$ cat config.mk
export PLATFORM = sky130hd
export DESIGN_NAME = vector_accumulate
export DESIGN_NICKNAME = d
export VERILOG_FILES = /design/src/rtl/vector_accumulate.sv
export SDC_FILE = /design/constraint.sdc
export NUM_CORES = 1
export LEC_CHECK = 0
export ABC_CLOCK_PERIOD_IN_PS = 6240
export CAP_MARGIN = 5
export CORE_MARGIN = 4
export CORE_UTILIZATION = 30
export DETAILED_ROUTE_END_ITERATION = 7
export PLACE_DENSITY_LB_ADDON = 0.1
export SLEW_MARGIN = 20
export SYNTH_ARGS = -nofsm -noshare
export SYNTH_HDL_FRONTEND = slang
export SYNTH_SLANG_ARGS = --single-unit
$ cat constraint.sdc
create_clock -name clk -period 6.24 [get_ports clk]
set_clock_uncertainty 0.05 [all_clocks]
set_input_delay 1.248 -clock clk [delete_from_list [all_inputs] [get_ports clk]]
set_output_delay 1.248 -clock clk [all_outputs]
set_load 0.02 [all_outputs]
$ cat src/rtl/vector_accumulate.sv
// rtl/vector_accumulate.sv - registered adder-tree reduction of product lanes with per-packet signed accumulation
// Beats shift through L tree levels, then sum into the packet accumulator; one result per datain_last.

module vector_accumulate #(
  parameter int C_OP_WIDTH    = 16,
  parameter int C_NUM_LANES   = 8,
  parameter int C_ACCUM_WIDTH = 40,
  parameter int C_CNT_WIDTH   = 16
) (
  input  logic                              clk,
  input  logic                              rst,
  input  logic [C_OP_WIDTH*C_NUM_LANES-1:0] datain,
  input  logic                              datain_valid,
  input  logic                              datain_last,
  output logic                              datain_ready,
  output logic [C_ACCUM_WIDTH-1:0]          dout,
  output logic [C_CNT_WIDTH-1:0]            dout_count,
  output logic                              dout_ovf,
  output logic                              dout_valid,
  input  logic                              dout_ready
);

  localparam int L  = $clog2(C_NUM_LANES);
  localparam int TW = C_OP_WIDTH + L;

  logic en;

  // A held result with no taker freezes every stage, including the input.
  assign en           = !(dout_valid && !dout_ready);
  assign datain_ready = !rst && en;

  for (genvar s = 0; s < L; s++) begin : g_lvl
    localparam int N = C_NUM_LANES >> (s + 1);
    localparam int W = C_OP_WIDTH + s + 1;
    logic signed [W-1:0] sum_q [N];
    logic signed [W-1:0] sum_d [N];
    for (genvar i = 0; i < N; i++) begin : g_node
      logic signed [W-2:0] a;
      logic signed [W-2:0] b;
      if (s == 0) begin : g_in
        assign a = datain[(2*i)*C_OP_WIDTH +: C_OP_WIDTH];
        assign b = datain[(2*i+1)*C_OP_WIDTH +: C_OP_WIDTH];
      end else begin : g_up
        assign a = g_lvl[s-1].sum_q[2*i];
        assign b = g_lvl[s-1].sum_q[2*i+1];
      end
      assign sum_d[i] = en ? (W'(a) + W'(b)) : sum_q[i];
    end
    always_ff @(posedge clk) begin
      sum_q <= sum_d;
    end
  end

  logic signed [TW-1:0] tree_out;
  assign tree_out = g_lvl[L-1].sum_q[0];

  logic [L-1:0] vld_q, vld_d;
  logic [L-1:0] lst_q, lst_d;

  always_comb begin
    vld_d = vld_q;
    lst_d = lst_q;
    if (en) begin
      vld_d[0] = datain_valid;
      lst_d[0] = datain_valid && datain_last;
      for (int k = 1; k < L; k++) begin
        vld_d[k] = vld_q[k-1];
        lst_d[k] = lst_q[k-1];
      end
    end
  end

  logic signed [C_ACCUM_WIDTH-1:0] acc_q, acc_d;
  logic                            ovf_q, ovf_d;
  logic [C_CNT_WIDTH-1:0]          cnt_q, cnt_d;
  logic                            start_q, start_d;
  logic [C_ACCUM_WIDTH-1:0]        dout_q, dout_d;
  logic [C_CNT_WIDTH-1:0]          dout_count_q, dout_count_d;
  logic                            dout_ovf_q, dout_ovf_d;
  logic                            dout_valid_q, dout_valid_d;

  logic signed [C_ACCUM_WIDTH-1:0] sum_ext, base, acc_new;
  logic                            add_ovf, ovf_new;
  logic [C_CNT_WIDTH-1:0]          cnt_new;

  assign sum_ext = C_ACCUM_WIDTH'(tree_out);
  assign base    = start_q ? '0 : acc_q;
  assign acc_new = base + sum_ext;
  assign add_ovf = (base[C_ACCUM_WIDTH-1] == sum_ext[C_ACCUM_WIDTH-1]) &&
                   (acc_new[C_ACCUM_WIDTH-1] != base[C_ACCUM_WIDTH-1]);
  assign ovf_new = (!start_q && ovf_q) || add_ovf;
  assign cnt_new = start_q ? C_CNT_WIDTH'(1) : ((&cnt_q) ? cnt_q : cnt_q + 1'b1);

  always_comb begin
    acc_d        = acc_q;
    ovf_d        = ovf_q;
    cnt_d        = cnt_q;
    start_d      = start_q;
    dout_d       = dout_q;
    dout_count_d = dout_count_q;
    dout_ovf_d   = dout_ovf_q;
    dout_valid_d = dout_valid_q;
    if (dout_valid_q && dout_ready) begin
      dout_valid_d = 1'b0;
    end
    // A new result may load in the same cycle the previous one is taken.
    if (en && vld_q[L-1]) begin
      if (lst_q[L-1]) begin
        dout_d       = acc_new;
        dout_count_d = cnt_new;
        dout_ovf_d   = ovf_new;
        dout_valid_d = 1'b1;
        start_d      = 1'b1;
      end else begin
        acc_d   = acc_new;
        ovf_d   = ovf_new;
        cnt_d   = cnt_new;
        start_d = 1'b0;
      end
    end
  end

  always_ff @(posedge clk) begin
    if (rst) begin
      vld_q        <= '0;
      lst_q        <= '0;
      acc_q        <= '0;
      ovf_q        <= 1'b0;
      cnt_q        <= '0;
      start_q      <= 1'b1;
      dout_q       <= '0;
      dout_count_q <= '0;
      dout_ovf_q   <= 1'b0;
      dout_valid_q <= 1'b0;
    end else begin
      vld_q        <= vld_d;
      lst_q        <= lst_d;
      acc_q        <= acc_d;
      ovf_q        <= ovf_d;
      cnt_q        <= cnt_d;
      start_q      <= start_d;
      dout_q       <= dout_d;
      dout_count_q <= dout_count_d;
      dout_ovf_q   <= dout_ovf_d;
      dout_valid_q <= dout_valid_d;
    end
  end

  assign dout       = dout_q;
  assign dout_count = dout_count_q;
  assign dout_ovf   = dout_ovf_q;
  assign dout_valid = dout_valid_q;

endmodule

# Word level (Yosys, flattened, before mapping)

Index checks and enable logic that the tools add are counted.

Flip-flop bits (word level): 245
Bits in latches: 0
RAM bits: 0
Bits in read-only memories: 0
Bits of input ports: 133
Output and inout port bits: 59
Word-level logic and storage cells: 51
Memories kept: 0

Add/subtract/negate cells: 9
$mul: 0
Divide/modulo/power cells: 0
$lt $le $gt $ge: 0
Equality and inequality tests: 2
Shift-type cells: 0
Muxes and demuxes: 7
Bitwise operators: 1
Reductions and logical operators: 15

Operators by type and width:

| operator                | count |
|---|---|
| $add A16 B16 Y17        | 4 |
| $add A40 B19 Y40        | 1 |
| $mux W40                | 1 |
| $add A17 B17 Y18        | 2 |
| $mux W16                | 2 |
| $add A18 B18 Y19        | 1 |
| $add A16 B1 Y16 const B | 1 |
| $reduce_and A16 Y1      | 1 |
| $logic_and A1 B1 Y1     | 7 |
| $logic_not A1 Y1        | 4 |
| $mux W1                 | 4 |
| $reduce_and A2 Y1       | 2 |
| $eq A1 B1 Y1            | 1 |
| $logic_or A1 B1 Y1      | 1 |
| $ne A1 B1 Y1            | 1 |
| $not A1 Y1              | 1 |

# Logic depth before layout (Yosys ltp)

Gate-level depths: netlist of the first run.

Word-level depth: 5
Depth in mapped cells: 14
Gate-level depth less buffers: 12

# Worst setup path before layout of the first run

No wires, ideal clock.

Path type: input -> register
From: in dout_ready
To: reg dout_q[2], in the netlist dout[2]
Setup time: 0.138 ns
Data arrival time: 6.287 ns
Data required time: 6.052 ns
Slack: -0.235 ns
Stages on the path: 9
Buffers on the path: 4
Path through: nor2b_1 -> clkbuf_1 -> inv_1 -> clkbuf_1 -> a31oi_1 -> buf_2 -> buf_1 -> nand2_1 -> o21ai_0

Word-level cells in the longest chain between the ends: 5

RTL lines:

| item                        | RTL line | source |
|---|---|---|
| from (decl)                 | 20       | `input logic dout_ready` |
| $logic_not A1 Y1            | 29       | `assign en = !(dout_valid && !dout_ready);` |
| $logic_and A1 B1 Y1         | 29       |  |
| $logic_not A1 Y1            | 29       |  |
| $logic_and A1 B1 Y1         | 107      | `if (en && vld_q[L-1]) begin` |
| $reduce_and A2 Y1 (no line) | -        |  |
| to (signal assigned)        | 142      | `dout_q <= dout_d;` |
| to (decl)                   | 77       | `logic [C_ACCUM_WIDTH-1:0] dout_q, dout_d;` |

No other way between the ends.
A chain may end at the register's enable or synchronous reset.

# Final worst setup path of the first run

From: in dout_ready
To: reg acc_q[33]

Word-level cells in the longest chain between the ends: 5

RTL lines:

| item                        | RTL line | source |
|---|---|---|
| $logic_not A1 Y1            | 29       |  |
| $logic_and A1 B1 Y1         | 29       |  |
| $logic_not A1 Y1            | 29       |  |
| $logic_and A1 B1 Y1         | 107      |  |
| $reduce_and A2 Y1 (no line) | -        |  |
| to (signal assigned)        | 127      | `acc_q <= '0;` |
| to (signal assigned)        | 138      | `acc_q <= acc_d;` |
| to (decl)                   | 73       | `logic signed [C_ACCUM_WIDTH-1:0] acc_q, acc_d;` |

No other way between the ends.

==> flow_summary_export.csv, run 1 <==
group,metric,value,unit
layout,seq_area,6137,um^2
yosys,synth-compound-area-share,0.2108,
routing,firstDrtPassIters,6,
setup_path,endpoint_kind,"flop",
yosys,yosys.area_share.adder,0.1353,
sta,period_minus_slack,4.178,ns
clocking,cts_tree,"yes",
setup_path,cp_top_family,"simple AND/OR/NAND/NOR gates",
yosys,synth_seq_area_share,0.3931,
grt,grt_pass1_wl,62510,um
layout,drive_above_1_share,0.05950,
layout,insertedDiodeCount,0,
place,routabilityCongestion,0.8205,
clocking,ctsResizeCount,0,
clocking,numCtsBuffers,30,
layout,multi_input_area,9021,um^2
clocking,clk_pin_slew,0.06,ns
yosys,synthArstFlopShare,0,
pwr,p_comb_frac,0.364,
layout,fill_cells,5203,
clocking,cts_buffer_depth,3,
sta,final_hold_viol_count,0,
clocking,post_cts_buffers,0,
floorplan,core-area,51410,um^2
clocking,insertion_delay,0.57,ns
routing,initialDrtViolationCount,545,
grt,grt_usage,0.1320,
floorplan,rows,83,
sta,worst_slew_pin_slew,1.089,ns
pwr,vdd.ir_drop.worst,0.2433,mV
sta,fmax,0.2394,GHz
pwr,p_int,4.289,mW
yosys,synth_edf_count,123,
grt,grt_max_degree,74,
clocking,cts_root_buf,"clkbuf_16",
setup_path,path_cells,"clkdlybuf4s50_1, nor2b_1, inv_4, nand2_1, or2_2, buf_4, nor4b_1, a311o_1",
sta,drv_slew,0,
grt,overflow,0,
routing,wl,37670,um
setup_path,crit_arrival,4.58,ns
yosys,syn-num-nets,1932,
pwr,power_density,334.4,nW/um^2
floorplan,dieArea,55740,um^2
setup_path,startpoint_type,"input pin",
setup_path,critPathMaxStageDelay,0.72,ns
routing,viasPerCell,4.871,
pwr,p_sw_frac,0.3347,
routing,drc,0,
setup_path,path_class,"in2reg",
yosys,netlist_instances,1635,
sta,max_slew_margin,0.2743,
run_status,status,"finished, final reports clean",
setup_path,crit_buf_inv,3,
setup_path,path_max_fanout,61,
yosys,synth_xor_area_frac,0.07464,
hold_path,hold_class,"reg2reg",
layout,synthToLayoutAreaGrowth,23.52,%
pwr,p_clk_frac,0.282,
yosys,synth_area,15610,um^2
floorplan,die_w,236.1,um
yosys,ys.warnings.count,0,
sta,tns,0,ns
place,hpwl,28330,um
setup_path,critical_path_required,6.64,ns
place,portBuffers,191,
pwr,leakage,7.526,nW
grt,grt_antenna_before_repair,0,
floorplan,ioPinCount,192,
yosys,synth_top_family_by_area,"compound AO/OA/AOI/OAI gates",
flow_run,drv_cap,0,
yosys,synthSimpleGateAreaFrac,0.1542,
routing,dr_total_vias,12240,
pwr,netSwitchingPower,2.158,mW
floorplan,die_h,236.1,um
pwr,p_seq_frac,0.353,
floorplan,start_util,0.3036,
yosys,synth_top_cell_by_area,"edfxtp_1",
yosys,ys_seq_elements,245,
yosys,synthMuxAreaShare,0.001283,
yosys,synth-main-ff-cell,"edfxtp_1",
yosys,synthTopCellsByArea,"edfxtp_1 (24%), dfxtp_1 (16%), ha_1 (13%)",
yosys,ys_types,84,
routing,antenna_left,0,
clocking,htreeDepth,1,
yosys,synthDominantCellAreaShare,0.2367,
layout,fin_util,0.3750,
sta,setup_viol,0,
setup_path,slowest_stage,"or2_2",
grt,grt_pass1_vias,12520,
sta,rsz0062_at_grt,"false",
clocking,hold_buffers,0,
yosys,syn-mean-instance-area,9.546,um^2
routing,wl_per_cell,14.99,um
clocking,cts_sinks,245,
sta,final.period_utilization,0.6695,
layout,nets,2105,
## flip-flops by register name (all words and copies together), names as in the netlist
| name | flops |
|---|---|
| g_lvl.g_node.a | 52 |
| g_lvl.g_node.b | 52 |
| acc_q | 40 |
| dout | 40 |
| g_lvl.sum_q | 19 |
| cnt_q | 16 |
| dout_count | 16 |
| lst_q | 3 |
| vld_q | 3 |
| dout_ovf | 1 |
| dout_valid | 1 |
| ovf_q | 1 |
| start_q | 1 |
## cells by family (layout without fill, tap and decap cells)
logic type | count (synthesis) | count (layout)
adders and majority gates | 164 | 164
AOI/OAI and AO/OA | 481 | 481
DFF | 245 | 245
muxes | 2 | 2
xor gates and xnor gates | 133 | 133
buffers and inverters | 123 | 320
and+or+nand+nor | 487 | 487
## final timing paths
check | from | end | slack (ns) | depth (start not counted)
worst max-delay path | dout_ready | acc_q[33] | 2.06 | 8
worst min register to register | acc_q[13] | acc_q[13] | 0.40 | 2
worst min-delay path | acc_q[13] | acc_q[13] | 0.40 | 2
worst max register to register | start_q | dout[26] | 2.45 | 12
## worst min-delay path, stage by stage (launching register included)
cell and delay (ns):
dfxtp_1 0.30, nand2_1 0.05, a21oi_1 0.05
## power groups by stage
| stage | sequential, mW | combinational [mW] | clock (mW) |
|---|---|---|---|
| 2_1_floorplan | 2.24 | 1.81 | 0 |
| 3_3_place_gp | 2.33 | 2.34 | 0 |
| 3_5_place_dp | 2.32 | 2.37 | 0 |
| 4_1_cts | 2.29 | 2.39 | 1.89 |
| 5_1_grt | 2.31 | 2.69 | 1.95 |
| 6_report | 2.28 | 2.35 | 1.82 |
## per-stage QoR
stage	hold WS, ns	area, um^2	instances	setup slack (ns)	power [mW]
floorplan	0.3818	15610	1635	1.929	4.056
global placement	0.3871	18210	2455	1.557	4.664
detailed placement	0.3927	18210	2455	1.438	4.692
CTS	0.4012	19250	2511	2.039	6.563
global route	0.4182	19280	2512	1.792	6.959
finish	0.3974	19280	2512	2.062	6.446
## placed cells by master, fill, tap and decap left out, types with 8 or more instances in the layout
master,instances
nand2b_1,17
a21o_1,39
clkbuf_16,30
clkdlybuf4s50_1,190
nand3_1,31
nor4_1,9
nor2_1,90
or3_1,11
o21ai_1,15
o21bai_1,15
nand4_1,14
nor3_1,37
edfxtp_1,123
inv_1,65
a211oi_1,19
xnor2_1,94
xor2_1,39
a21oi_1,142
dfxtp_1,121
ha_1,156
fa_1,8
nor2b_1,57
o21a_1,22
and3_1,11
nand2_1,173
o21ai_0,76
a31o_2,8
a22o_1,39
a31oi_1,10
## routing by layer
metal | wire [um] | up-vias | global-route usage
li1 | - | 6380 | -
met1 | 17380 | 5609 | 0.1668
met2 | 18080 | 198 | 0.2357
met3 | 1487 | 49 | 0.02151
met4 | 712 | 0 | 0.03186
met5 | 0 | - | 0
## cell type report
cell class,instances,area share
clock buffers,39,0.04225
clock inverters,17,0.01155
inverters,66,0.01298
multi-input cells,1267,0.4679
flip-flops and latches,245,0.3183
well taps,680,0.04413
repair buffers,198,0.1028
## cells in the mapped netlist, types with 15 or more instances
cell	number
nand2_1	173
xor2_1	39
dfxtp_1	122
a22o_1	39
a211oi_1	19
nor2b_1	57
o21bai_1	15
a21oi_1	142
a21o_1	39
xnor2_1	94
o21ai_1	15
nor3_1	37
edfxtp_1	123
o21a_1	22
nand3_1	31
clkbuf_1	35
ha_1	156
nand2b_1	17
nor2_1	91
o21ai_0	76
inv_1	66
No activity file was read; power rests on OpenSTA's default activity.
==> run 2: changes to the inputs <==
- ABC_CLOCK_PERIOD_IN_PS: 6240 -> 4150
- clock period: 6.24 -> 4.15 ns (I/O delays scaled with it)
==> run 2 against run 1 <==
Net effect:
- die area unchanged
- clock power increased by 51%
- sequential share of layout area decreased by 0.12 points
- clock-buffer cell count unchanged
- global-route usage increased by 0.29 points
- via count increased by 0.35%
- power increased by 50%
- critical endpoint is now acc_q[34]
- largest cell class unchanged
==> flow_summary_export.csv, run 2 (synthesis gave the netlist of run 1 again) <==
group,metric,value,unit
setup_path,path_class,"reg2reg",
pwr,leakage,7.574,nW
setup_path,crit_arrival,3.80,ns
routing,wl_per_cell,15.14,um
clocking,ctsResizeCount,0,
grt,grt_antenna_before_repair,0,
sta,whs,0.3947,ns
layout,insertedDiodeCount,0,
setup_path,path_max_fanout,15,
clocking,hold_buffers,0,
sta,final.period_utilization,0.8160,
hold_path,hold_class,"reg2reg",
grt,grt_usage,0.1349,
layout,nets,2115,
setup_path,path_cells,"buf_4, nor2b_1, ha_1, a21o_1, a21o_1, a211oi_1, o22ai_1, a211oi_4, o21ai_1, xnor2_1, a31o_2",
grt,overflow,0,
clocking,htreeDepth,1,
clocking,cts_buffer_depth,3,
clocking,post_cts_buffers,0,
sta,tns,0,ns
grt,grt_pass1_wl,63910,um
sta,worst_slew_pin_slew,0.9498,ns
floorplan,core-area,51410,um^2
floorplan,die_h,236.1,um
clocking,clk_pin_slew,0.06,ns
place,portBuffers,191,
routing,viasPerCell,4.867,
routing,firstDrtPassIters,4,
floorplan,rows,83,
sta,final_hold_viol_count,0,
setup_path,startpoint_type,"flop",
place,dp_slack,0.2605,ns
hold_path,hp-start,"dout_count[0]",
layout,fill_cells,5233,
pwr,power_density,501.0,nW/um^2
clocking,cts_tree,"yes",
sta,drv_slew,0,
clocking,cts_sinks,245,
setup_path,critPathMaxStageDelay,0.56,ns
clocking,numCtsBuffers,31,
setup_path,crit_buf_inv,1,
routing,dr_total_vias,12280,
sta,rsz0062_at_grt,"false",
layout,final_cell_mix,"clkdlybuf4s50_1 (190), nand2_1 (173), ha_1 (156), a21oi_1 (142), edfxtp_1 (123)",
floorplan,start_util,0.3036,
place,routabilityCongestion,0.8294,
floorplan,dieArea,55740,um^2
grt,grt_max_degree,77,
sta,fmax,0.2953,GHz
clocking,insertion_delay,0.57,ns
setup_path,worst_path_most_repeated_cell,"a21o_1",
sta,max_slew_margin,0.3668,
setup_path,cp_top_family,"compound AO/OA/AOI/OAI gates",
floorplan,die_w,236.1,um
setup_path,critical_path_required,4.56,ns
setup_path,startpoint,"start_q",
setup_path,timing.rr.start,"start_q",
clocking,cts_root_buf,"clkbuf_16",
routing,antenna_left,0,
place,place_inst,2465,
sta,setup_viol,0,
flow_run,drv_cap,0,
routing,initialDrtViolationCount,539,
routing,wl,38210,um
pwr,vdd.ir_drop.worst,0.2882,mV
setup_path,endpoint_kind,"flop",
layout,synthToLayoutAreaGrowth,23.99,%
layout,layout_commonest_cell,"clkdlybuf4s50_1",
setup_path,slowest_stage,"dfxtp_2",
sta,period_minus_slack,3.386,ns
run_status,status,"finished, final reports clean",
sta,fin_ws,0.7636,ns
layout,fin_cells,2523,
grt,grt_pass1_vias,12640,
place,hpwl,28870,um
layout,drive_above_1_share,0.06674,
floorplan,ioPinCount,192,
routing,drc,0,
[run 2: where the power goes]
part | switching (mW) | leakage, nW | internal [mW] | total, mW
clock network | 1.08 | 0.518 | 1.66 | 2.74
logic | 2.00 | 4.77 | 1.57 | 3.57
registers | 0.183 | 2.29 | 3.20 | 3.38
[run 2: path summary, 6_finish.rpt]
check	endpoint	slack (ns)	cells after the start
worst max-delay path	acc_q[34]	0.76	11
worst min-delay path	dout_count[0]	0.39	2
worst max register to register	acc_q[34]	0.76	11
worst min register to register	dout_count[0]	0.39	2
[run 2: final cells by class]
class	count	area, um^2	area share
clock buffers	39	870.8	0.04500
clock inverters	19	181.4	0.009375
inverters	66	250.2	0.01293
multi-input cells	1267	9021	0.4662
flip-flops and latches	245	6137	0.3171
well taps	680	850.8	0.04397
repair buffers	207	2039	0.1054
[run 2: stage by stage]
| stage | cell area, um^2 | util | power (mW) |
|---|---|---|---|
| finish | 19350 | 0.3764 | 9.695 |
| global route | 19350 | 0.3764 | 10.44 |
| CTS | 19350 | 0.3764 | 9.871 |
| detailed placement | 18300 | 0.3560 | 7.049 |
| global placement | 18300 | 0.3560 | 7.015 |
| floorplan | 15610 | - | 6.098 |
[run 2: worst reg2reg max path, stage by stage (launching register included)]
cell	delay [ns]
dfxtp_2	0.56
buf_4	0.23
nor2b_1	0.06
ha_1	0.35
a21o_1	0.21
a21o_1	0.18
a211oi_1	0.46
o22ai_1	0.28
a211oi_4	0.36
o21ai_1	0.12
xnor2_1	0.16
a31o_2	0.25
[run 2: routing by layer]
| metal | vias up | routed length (um) | global-route usage | part of all wire |
|---|---|---|---|---|
| met5 | - | 0 | 0 | 0 |
| met4 | 0 | 706 | 0.03097 | 0.018 |
| met3 | 41 | 1470 | 0.02023 | 0.038 |
| met2 | 184 | 18650 | 0.2410 | 0.49 |
| met1 | 5678 | 17380 | 0.1720 | 0.45 |
| li1 | 6376 | - | - | - |
